--- src/rtl/alu_exe_issue_ctrl_if.sv ---
// Dispatch-side enqueue and execution-unit request bundle for the ALU issue controller.
// master drives enqueue and consumes requests; slave is the issue controller.
interface alu_exe_issue_ctrl_if;
  logic        enq_valid;
  logic        enq_ready;
  logic [9:0]  enq_uop_fu_code;
  logic [19:0] enq_uop_br_mask;
  logic [6:0]  enq_uop_rob_idx;
  logic [6:0]  enq_uop_pdst;
  logic [64:0] enq_rs1_data;
  logic [64:0] enq_rs2_data;

  logic        req_valid;
  logic [9:0]  req_fu_code;
  logic [19:0] req_br_mask;
  logic [6:0]  req_rob_idx;
  logic [6:0]  req_pdst;
  logic [64:0] req_rs1_data;
  logic [64:0] req_rs2_data;

  modport master (
    output enq_valid,
    output enq_uop_fu_code,
    output enq_uop_br_mask,
    output enq_uop_rob_idx,
    output enq_uop_pdst,
    output enq_rs1_data,
    output enq_rs2_data,
    input  enq_ready,
    input  req_valid,
    input  req_fu_code,
    input  req_br_mask,
    input  req_rob_idx,
    input  req_pdst,
    input  req_rs1_data,
    input  req_rs2_data
  );

  modport slave (
    input  enq_valid,
    input  enq_uop_fu_code,
    input  enq_uop_br_mask,
    input  enq_uop_rob_idx,
    input  enq_uop_pdst,
    input  enq_rs1_data,
    input  enq_rs2_data,
    output enq_ready,
    output req_valid,
    output req_fu_code,
    output req_br_mask,
    output req_rob_idx,
    output req_pdst,
    output req_rs1_data,
    output req_rs2_data
  );
endinterface

--- src/rtl/alu_exe_issue_ctrl.sv ---
// In-order ALU/MUL issue queue with writeback-slot reservation and branch kill.
// Define ALU_ISSUE_PERF_EN to build the saturating stall_cycles counter.
module alu_exe_issue_ctrl #(
  parameter int DEPTH   = 4,
  parameter int ALU_LAT = 1,
  parameter int MUL_LAT = 3
) (
  input  logic                   clock,
  input  logic                   reset,
  alu_exe_issue_ctrl_if.slave    io,
  input  logic [19:0]            io_brupdate_b1_resolve_mask,
  input  logic [19:0]            io_brupdate_b1_mispredict_mask,
  output logic [$clog2(DEPTH):0] occupancy,
  output logic [31:0]            stall_cycles
);
  localparam int PW = $clog2(DEPTH);
  localparam logic [PW:0] C_FULL = (PW+1)'(DEPTH);
  localparam logic [MUL_LAT:0] C_MUL_BIT = (MUL_LAT+1)'(1) << MUL_LAT;
  localparam logic [MUL_LAT:0] C_ALU_BIT = (MUL_LAT+1)'(1) << ALU_LAT;

  logic [DEPTH-1:0] r_vld;
  logic [9:0]       r_fu   [DEPTH];
  logic [19:0]      r_br   [DEPTH];
  logic [6:0]       r_rob  [DEPTH];
  logic [6:0]       r_pdst [DEPTH];
  logic [64:0]      r_rs1  [DEPTH];
  logic [64:0]      r_rs2  [DEPTH];

  logic [PW-1:0]    r_head;
  logic [PW-1:0]    r_tail;
  logic [PW:0]      r_count;
  logic [MUL_LAT:0] r_wb_busy;

  logic             r_req_valid;
  logic [9:0]       r_req_fu;
  logic [19:0]      r_req_br;
  logic [6:0]       r_req_rob;
  logic [6:0]       r_req_pdst;
  logic [64:0]      r_req_rs1;
  logic [64:0]      r_req_rs2;

  logic [19:0]      w_res;
  logic [19:0]      w_mis;
  logic             w_enq_ready;
  logic             w_enq_fire;
  logic             w_enq_kill;
  logic             w_nonempty;
  logic [19:0]      w_head_br;
  logic             w_head_mul;
  logic             w_head_live;
  logic             w_drop;
  logic             w_issuable;
  logic             w_slot_busy;
  logic             w_issue;
  logic             w_pop;
  logic [MUL_LAT:0] w_claim;
  logic [MUL_LAT:0] w_wb_nxt;
  logic [PW:0]      w_count_nxt;
  logic [DEPTH-1:0] w_kill_vec;
  logic [DEPTH-1:0] w_vld_nxt;

  assign w_res = io_brupdate_b1_resolve_mask;
  assign w_mis = io_brupdate_b1_mispredict_mask;

  // Ready looks only at the registered count; a pop this cycle frees nothing.
  assign w_enq_ready = (r_count != C_FULL);
  assign w_enq_fire  = io.enq_valid & w_enq_ready;
  assign w_enq_kill  = |(io.enq_uop_br_mask & w_mis);

  assign w_nonempty  = (r_count != '0);
  assign w_head_br   = r_br[r_head];
  assign w_head_mul  = r_fu[r_head][3];
  assign w_head_live = w_nonempty & r_vld[r_head];
  assign w_drop      = w_nonempty & ~r_vld[r_head];
  assign w_issuable  = w_head_live & ~|(w_head_br & w_mis);

  assign w_slot_busy = w_head_mul ? r_wb_busy[MUL_LAT]
                                  : r_wb_busy[ALU_LAT];
  assign w_issue     = w_issuable & ~w_slot_busy;
  assign w_pop       = w_issue | w_drop;

  assign w_claim     = w_head_mul ? C_MUL_BIT : C_ALU_BIT;
  assign w_wb_nxt    = (w_issue ? (r_wb_busy | w_claim)
                                : r_wb_busy) >> 1;

  assign w_count_nxt = r_count
                     + (PW+1)'(w_enq_fire)
                     - (PW+1)'(w_pop);

  always_comb begin
    w_kill_vec = '0;
    w_vld_nxt  = r_vld;
    for (int i = 0; i < DEPTH; i++) begin
      w_kill_vec[i] = |(r_br[i] & w_mis);
      if (w_kill_vec[i]) begin
        w_vld_nxt[i] = 1'b0;
      end
    end
    if (w_enq_fire) begin
      w_vld_nxt[r_tail] = ~w_enq_kill;
    end
  end

  always_ff @(posedge clock) begin
    if (!reset) begin
      r_head      <= '0;
      r_tail      <= '0;
      r_count     <= '0;
      r_vld       <= '0;
      r_wb_busy   <= '0;
      r_req_valid <= 1'b0;
      r_req_fu    <= '0;
      r_req_br    <= '0;
      r_req_rob   <= '0;
      r_req_pdst  <= '0;
      r_req_rs1   <= '0;
      r_req_rs2   <= '0;
    end else begin
      r_head      <= r_head + PW'(w_pop);
      r_tail      <= r_tail + PW'(w_enq_fire);
      r_count     <= w_count_nxt;
      r_vld       <= w_vld_nxt;
      r_wb_busy   <= w_wb_nxt;
      r_req_valid <= w_issue;
      if (w_issue) begin
        r_req_fu   <= r_fu[r_head];
        r_req_br   <= w_head_br & ~w_res;
        r_req_rob  <= r_rob[r_head];
        r_req_pdst <= r_pdst[r_head];
        r_req_rs1  <= r_rs1[r_head];
        r_req_rs2  <= r_rs2[r_head];
      end
    end
  end

  // Payload needs no reset: liveness is carried entirely by r_vld and r_count.
  always_ff @(posedge clock) begin
    for (int i = 0; i < DEPTH; i++) begin
      if (!w_kill_vec[i]) begin
        r_br[i] <= r_br[i] & ~w_res;
      end
    end
    if (w_enq_fire) begin
      r_fu[r_tail]   <= io.enq_uop_fu_code;
      r_br[r_tail]   <= io.enq_uop_br_mask & ~w_res;
      r_rob[r_tail]  <= io.enq_uop_rob_idx;
      r_pdst[r_tail] <= io.enq_uop_pdst;
      r_rs1[r_tail]  <= io.enq_rs1_data;
      r_rs2[r_tail]  <= io.enq_rs2_data;
    end
  end

`ifdef ALU_ISSUE_PERF_EN
  logic        w_stall;
  logic [31:0] r_stall;

  assign w_stall = w_issuable & w_slot_busy;

  always_ff @(posedge clock) begin
    if (!reset) begin
      r_stall <= '0;
    end else if (w_stall && (r_stall != '1)) begin
      r_stall <= r_stall + 32'd1;
    end
  end

  assign stall_cycles = r_stall;
`else
  assign stall_cycles = '0;
`endif

  assign io.enq_ready    = w_enq_ready;
  assign io.req_valid    = r_req_valid;
  assign io.req_fu_code  = r_req_fu;
  assign io.req_br_mask  = r_req_br;
  assign io.req_rob_idx  = r_req_rob;
  assign io.req_pdst     = r_req_pdst;
  assign io.req_rs1_data = r_req_rs1;
  assign io.req_rs2_data = r_req_rs2;
  assign occupancy       = r_count;
endmodule

--- src/flat_wrapper.sv ---
// flat-port wrapper written by rule: the top's interface ports become plain ports
module alu_exe_issue_ctrl_flat 
#(
  parameter int DEPTH   = 4,
  parameter int ALU_LAT = 1,
  parameter int MUL_LAT = 3
)
  (clock, reset, io_brupdate_b1_resolve_mask, io_brupdate_b1_mispredict_mask, occupancy, stall_cycles, io_enq_valid, io_enq_uop_fu_code, io_enq_uop_br_mask, io_enq_uop_rob_idx, io_enq_uop_pdst, io_enq_rs1_data, io_enq_rs2_data, io_enq_ready, io_req_valid, io_req_fu_code, io_req_br_mask, io_req_rob_idx, io_req_pdst, io_req_rs1_data, io_req_rs2_data);
  alu_exe_issue_ctrl_if io_i ();
  input  logic clock;
  input  logic reset;
  input  logic [19:0] io_brupdate_b1_resolve_mask;
  input  logic [19:0] io_brupdate_b1_mispredict_mask;
  output logic [$clog2(DEPTH):0] occupancy;
  output logic [31:0] stall_cycles;
  input wire logic [$bits(io_i.enq_valid)-1:0] io_enq_valid;
  input wire logic [$bits(io_i.enq_uop_fu_code)-1:0] io_enq_uop_fu_code;
  input wire logic [$bits(io_i.enq_uop_br_mask)-1:0] io_enq_uop_br_mask;
  input wire logic [$bits(io_i.enq_uop_rob_idx)-1:0] io_enq_uop_rob_idx;
  input wire logic [$bits(io_i.enq_uop_pdst)-1:0] io_enq_uop_pdst;
  input wire logic [$bits(io_i.enq_rs1_data)-1:0] io_enq_rs1_data;
  input wire logic [$bits(io_i.enq_rs2_data)-1:0] io_enq_rs2_data;
  output wire logic [$bits(io_i.enq_ready)-1:0] io_enq_ready;
  output wire logic [$bits(io_i.req_valid)-1:0] io_req_valid;
  output wire logic [$bits(io_i.req_fu_code)-1:0] io_req_fu_code;
  output wire logic [$bits(io_i.req_br_mask)-1:0] io_req_br_mask;
  output wire logic [$bits(io_i.req_rob_idx)-1:0] io_req_rob_idx;
  output wire logic [$bits(io_i.req_pdst)-1:0] io_req_pdst;
  output wire logic [$bits(io_i.req_rs1_data)-1:0] io_req_rs1_data;
  output wire logic [$bits(io_i.req_rs2_data)-1:0] io_req_rs2_data;
  assign io_i.enq_valid = io_enq_valid;
  assign io_i.enq_uop_fu_code = io_enq_uop_fu_code;
  assign io_i.enq_uop_br_mask = io_enq_uop_br_mask;
  assign io_i.enq_uop_rob_idx = io_enq_uop_rob_idx;
  assign io_i.enq_uop_pdst = io_enq_uop_pdst;
  assign io_i.enq_rs1_data = io_enq_rs1_data;
  assign io_i.enq_rs2_data = io_enq_rs2_data;
  assign io_enq_ready = io_i.enq_ready;
  assign io_req_valid = io_i.req_valid;
  assign io_req_fu_code = io_i.req_fu_code;
  assign io_req_br_mask = io_i.req_br_mask;
  assign io_req_rob_idx = io_i.req_rob_idx;
  assign io_req_pdst = io_i.req_pdst;
  assign io_req_rs1_data = io_i.req_rs1_data;
  assign io_req_rs2_data = io_i.req_rs2_data;
  alu_exe_issue_ctrl #(.DEPTH(DEPTH), .ALU_LAT(ALU_LAT), .MUL_LAT(MUL_LAT)) u_core (.clock(clock), .reset(reset), .io(io_i), .io_brupdate_b1_resolve_mask(io_brupdate_b1_resolve_mask), .io_brupdate_b1_mispredict_mask(io_brupdate_b1_mispredict_mask), .occupancy(occupancy), .stall_cycles(stall_cycles));
endmodule
--- config.mk ---
export PLATFORM = sky130hd
export DESIGN_NAME = alu_exe_issue_ctrl_flat
export DESIGN_NICKNAME = d
export VERILOG_FILES = /design/src/rtl/alu_exe_issue_ctrl_if.sv /design/src/rtl/alu_exe_issue_ctrl.sv /design/src/flat_wrapper.sv
export SDC_FILE = /design/constraint.sdc
export NUM_CORES = 1
export LEC_CHECK = 0
export BUFFER_PORTS_ARGS = -buffer_cell sky130_fd_sc_hd__buf_2
export CAP_MARGIN = 20
export CORE_MARGIN = 2
export CORE_UTILIZATION = 50
export CTS_CLUSTER_SIZE = 25
export DETAILED_ROUTE_END_ITERATION = 12
export PLACE_DENSITY = 0.74
export SETUP_SLACK_MARGIN = 0.1
export SLEW_MARGIN = 20
export SYNTH_ARGS = -nofsm -noshare
export SYNTH_HDL_FRONTEND = slang
export SYNTH_SLANG_ARGS = --single-unit
--- constraint.sdc ---
create_clock -name clock -period 7.1 [get_ports clock]
set_clock_uncertainty 0.2 [all_clocks]
set_input_delay 1.42 -clock clock [delete_from_list [all_inputs] [get_ports clock]]
set_output_delay 1.42 -clock clock [all_outputs]
set_load 0.1 [all_outputs]
==> flow_summary.json <==
{
  "cts_tree": "yes",
  "synth_area_leader_cell": "edfxtp_1",
  "antenna_found_initial": 35,
  "yosysMostFrequentCell": "edfxtp_1",
  "core-area_sq_mm": 0.06847,
  "ys_types": 50,
  "multi_input_area_sq_mm": 0.008986,
  "grtUsageMet1_pct": 33.86,
  "remaining_drc_errors": 0,
  "synth_top_family_by_area": "multiplexers",
  "critPathArrivalTime_ps": 5270,
  "fill_cells": 5153,
  "vias": 21450,
  "maxCapViolations": 0,
  "cp_data_required_time_ps": 7430,
  "leakage_uw": 0.01403,
  "synthCells": 2187,
  "synth_edf_count": 696,
  "synth-simple-area-share_pct": 5.625,
  "timing.final.ws_setup_ps": 2163,
  "syn-cell-area_sq_mm": 0.03446,
  "final_nets": 2778,
  "synth_commonest_cells": "edfxtp_1 (696), a21oi_1 (236), nand2_1 (195)",
  "clock_sinks": 884,
  "initial_utilization_pct": 50.33,
  "setup_violations": 0,
  "tightest_slew_ps": 1129,
  "synth_flop_cell": "edfxtp_1",
  "hold_viol": 0,
  "routedWlPerCell_um": 26.58,
  "drv_slew": 0,
  "syn_area_per_cell_sq_um": 15.76,
  "clk_latency_ps": 660,
  "grt_busiest_layer": "met2",
  "cts-root-buf": "clkbuf_16",
  "grt_util_met2_pct": 42.22,
  "postCtsSetupBuffers": 0,
  "synth_area_leaders": "edfxtp_1 (61%), dfxtp_1 (11%), mux4_2 (11%), a21oi_1 (3.4%), nand3_1 (2.3%)",
  "cp-start-kind": "flip-flop",
  "synth-xor-area-share_pct": 0.1017,
  "pre_cts_slack_ps": 2169,
  "use_met3_pct": 5.397,
  "grt_overflow": 0,
  "dieWidth_um": 266.5,
  "min_period_ps": 4937,
  "grt_pass1_wl_mm": 136.7,
  "grt_pass1_vias": 21280,
  "postCtsResizedCells": 0,
  "synthMuxAreaShare_pct": 12.06,
  "row_count": 96,
  "cts_buffers": 89,
  "worstPathMaxFanout": 84,
  "grt_usage_pct": 25.87,
  "firstDrtPassIters": 6,
  "io_buffers": 395,
  "clock_path_buffers": 3,
  "fin_setup_tns_ps": 0,
  "ys_seq_area_share_pct": 71.58,
  "ctsHoldBuffers": 0,
  "ff_latch_area_sq_mm": 0.02467,
  "fin_crit_sh_pct": 69.54,
  "die_h_um": 266.5,
  "ys_ff_latch": 884,
  "drive_above_1_share_pct": 29.22,
  "critPathKind": "flip-flop to flip-flop",
  "area_growth_pct": 16.74,
  "rsz0062_at_grt": "false",
  "routed_via_density": 6.065,
  "yosysTopAreaCellShare_pct": 60.65,
  "ant_nets": 0,
  "yosys_warnings": 0,
  "die_area_sq_mm": 0.07103,
  "async_flop_share_pct": 0,
  "powerDensity_mw_per_mm2": 346.8,
  "relSlewSlack_pct": 24.73,
  "drt-initial-drc-count": 2110,
  "routabilityCongestion": 0.9289,
  "synthAdderAreaFrac_pct": 0.2033,
  "hold_class": "flip-flop to flip-flop",
  "htreeDepth": 3,
  "endpoint_kind": "flip-flop",
  "clkTransAtPathRegs_ps": 60,
  "peakVddDrop_mv": 0.2569,
  "status": "finished, final reports clean",
  "synth-compound-area-share_pct": 7.625,
  "finalWirelength_mm": 94.02,
  "io_pins": 428,
  "grt_max_degree": 113,
  "hpwl_mm": 57.76,
  "max_freq_ghz": 0.2025,
  "p_total_uw": 13950
}
routing by layer:
metal / up-vias / share of wire, %
met2: 991 / 50
li1: 9264 / -
met4: 22 / 3.5
met5: - / 0.15
met3: 208 / 8.0
met1: 10970 / 39
critical path: stages, from the launching register on:
cell      delay [ps]
dfxtp_4         1050
mux2_2           440
a22o_1           230
a22oi_1          380
o2111a_4         330
buf_4            660
buf_4            890
nand3_1          150
a21oi_1          200
area by class of cell:
type | count | share of cell area [%]
clock buffers | 126 | 6.333
multi-input cells | 1141 | 22.34
repair buffers | 429 | 5.704
well taps | 882 | 2.743
clock inverters | 41 | 1.244
inverters | 11 | 0.1648
flip-flops and latches | 884 | 61.33
diodes | 23 | 0.1431
where the power goes:
part	total, uW	switching [uW]	internal (uW)
sequential	6390	277	6110
clock	4780	2020	2760
combinational	2780	1680	1110
cells by family after synthesis:
group,count (synthesis)
buffers and inverters,193
adder cells (fa/ha/maj),5
multiplexers,208
AO/OA/AOI/OAI,467
XOR/XNOR,4
other,1
AND/OR/NAND/NOR,425
flip-flops,884
sequential cells by signal (all words and copies together), names as in the netlist:
| register | count |
|---|---|
| u_core.r_rs1 | 260 |
| u_core.r_rs2 | 260 |
| u_core.r_br | 80 |
| u_core.io.req_rs1_data | 65 |
| u_core.io.req_rs2_data | 65 |
| u_core.r_fu | 40 |
| u_core.r_pdst | 28 |
| u_core.r_rob | 28 |
| u_core.io.req_br_mask | 20 |
| u_core.io.req_fu_code | 10 |
| u_core.io.req_pdst | 7 |
| u_core.io.req_rob_idx | 7 |
| u_core.r_vld | 4 |
| u_core.occupancy | 3 |
| u_core.r_head | 2 |
| u_core.r_tail | 2 |
| u_core.r_wb_busy | 2 |
| u_core.io.req_valid | 1 |
per-stage QoR:
| stage | std cells | cell area [sq um] | hold WS [ps] | utilization [%] |
|---|---|---|---|---|
| floorplan | 2218 | 34580 | 211.9 | - |
| global placement | 3347 | 37120 | 220.9 | 54.22 |
| detailed placement | 3347 | 37120 | 224.9 | 54.22 |
| CTS | 3514 | 40170 | 238.8 | 58.67 |
| global route | 3533 | 40220 | 242.0 | 58.74 |
| finish | 3537 | 40230 | 241.6 | 58.76 |
worst paths after layout:
kind | startpoint | to | slack, ps | depth (start not counted)
worst min-delay path | u_core.r_wb_busy[2] | u_core.r_wb_busy[1] | 240 | 1
worst max register to register | u_core.r_head[1] | u_core.io.req_rs2_data[8] | 2160 | 8
worst min register to register | u_core.r_wb_busy[2] | u_core.r_wb_busy[1] | 240 | 1
worst max-delay path | u_core.r_head[1] | u_core.io.req_rs2_data[8] | 2160 | 8
cell usage in the layout, fill, tap and decap left out, types with 22 or more instances in the layout:
| master | instances |
|---|---|
| nor2_1 | 27 |
| mux4_2 | 161 |
| dfxtp_1 | 186 |
| nand2_1 | 194 |
| diode_2 | 23 |
| conb_1 | 32 |
| a22o_1 | 22 |
| clkbuf_16 | 90 |
| nand3_1 | 156 |
| edfxtp_1 | 696 |
| a21oi_1 | 235 |
| buf_4 | 29 |
| o21ai_0 | 135 |
| mux2i_1 | 25 |
| buf_2 | 395 |
No activity file was read; power rests on OpenSTA's default activity.
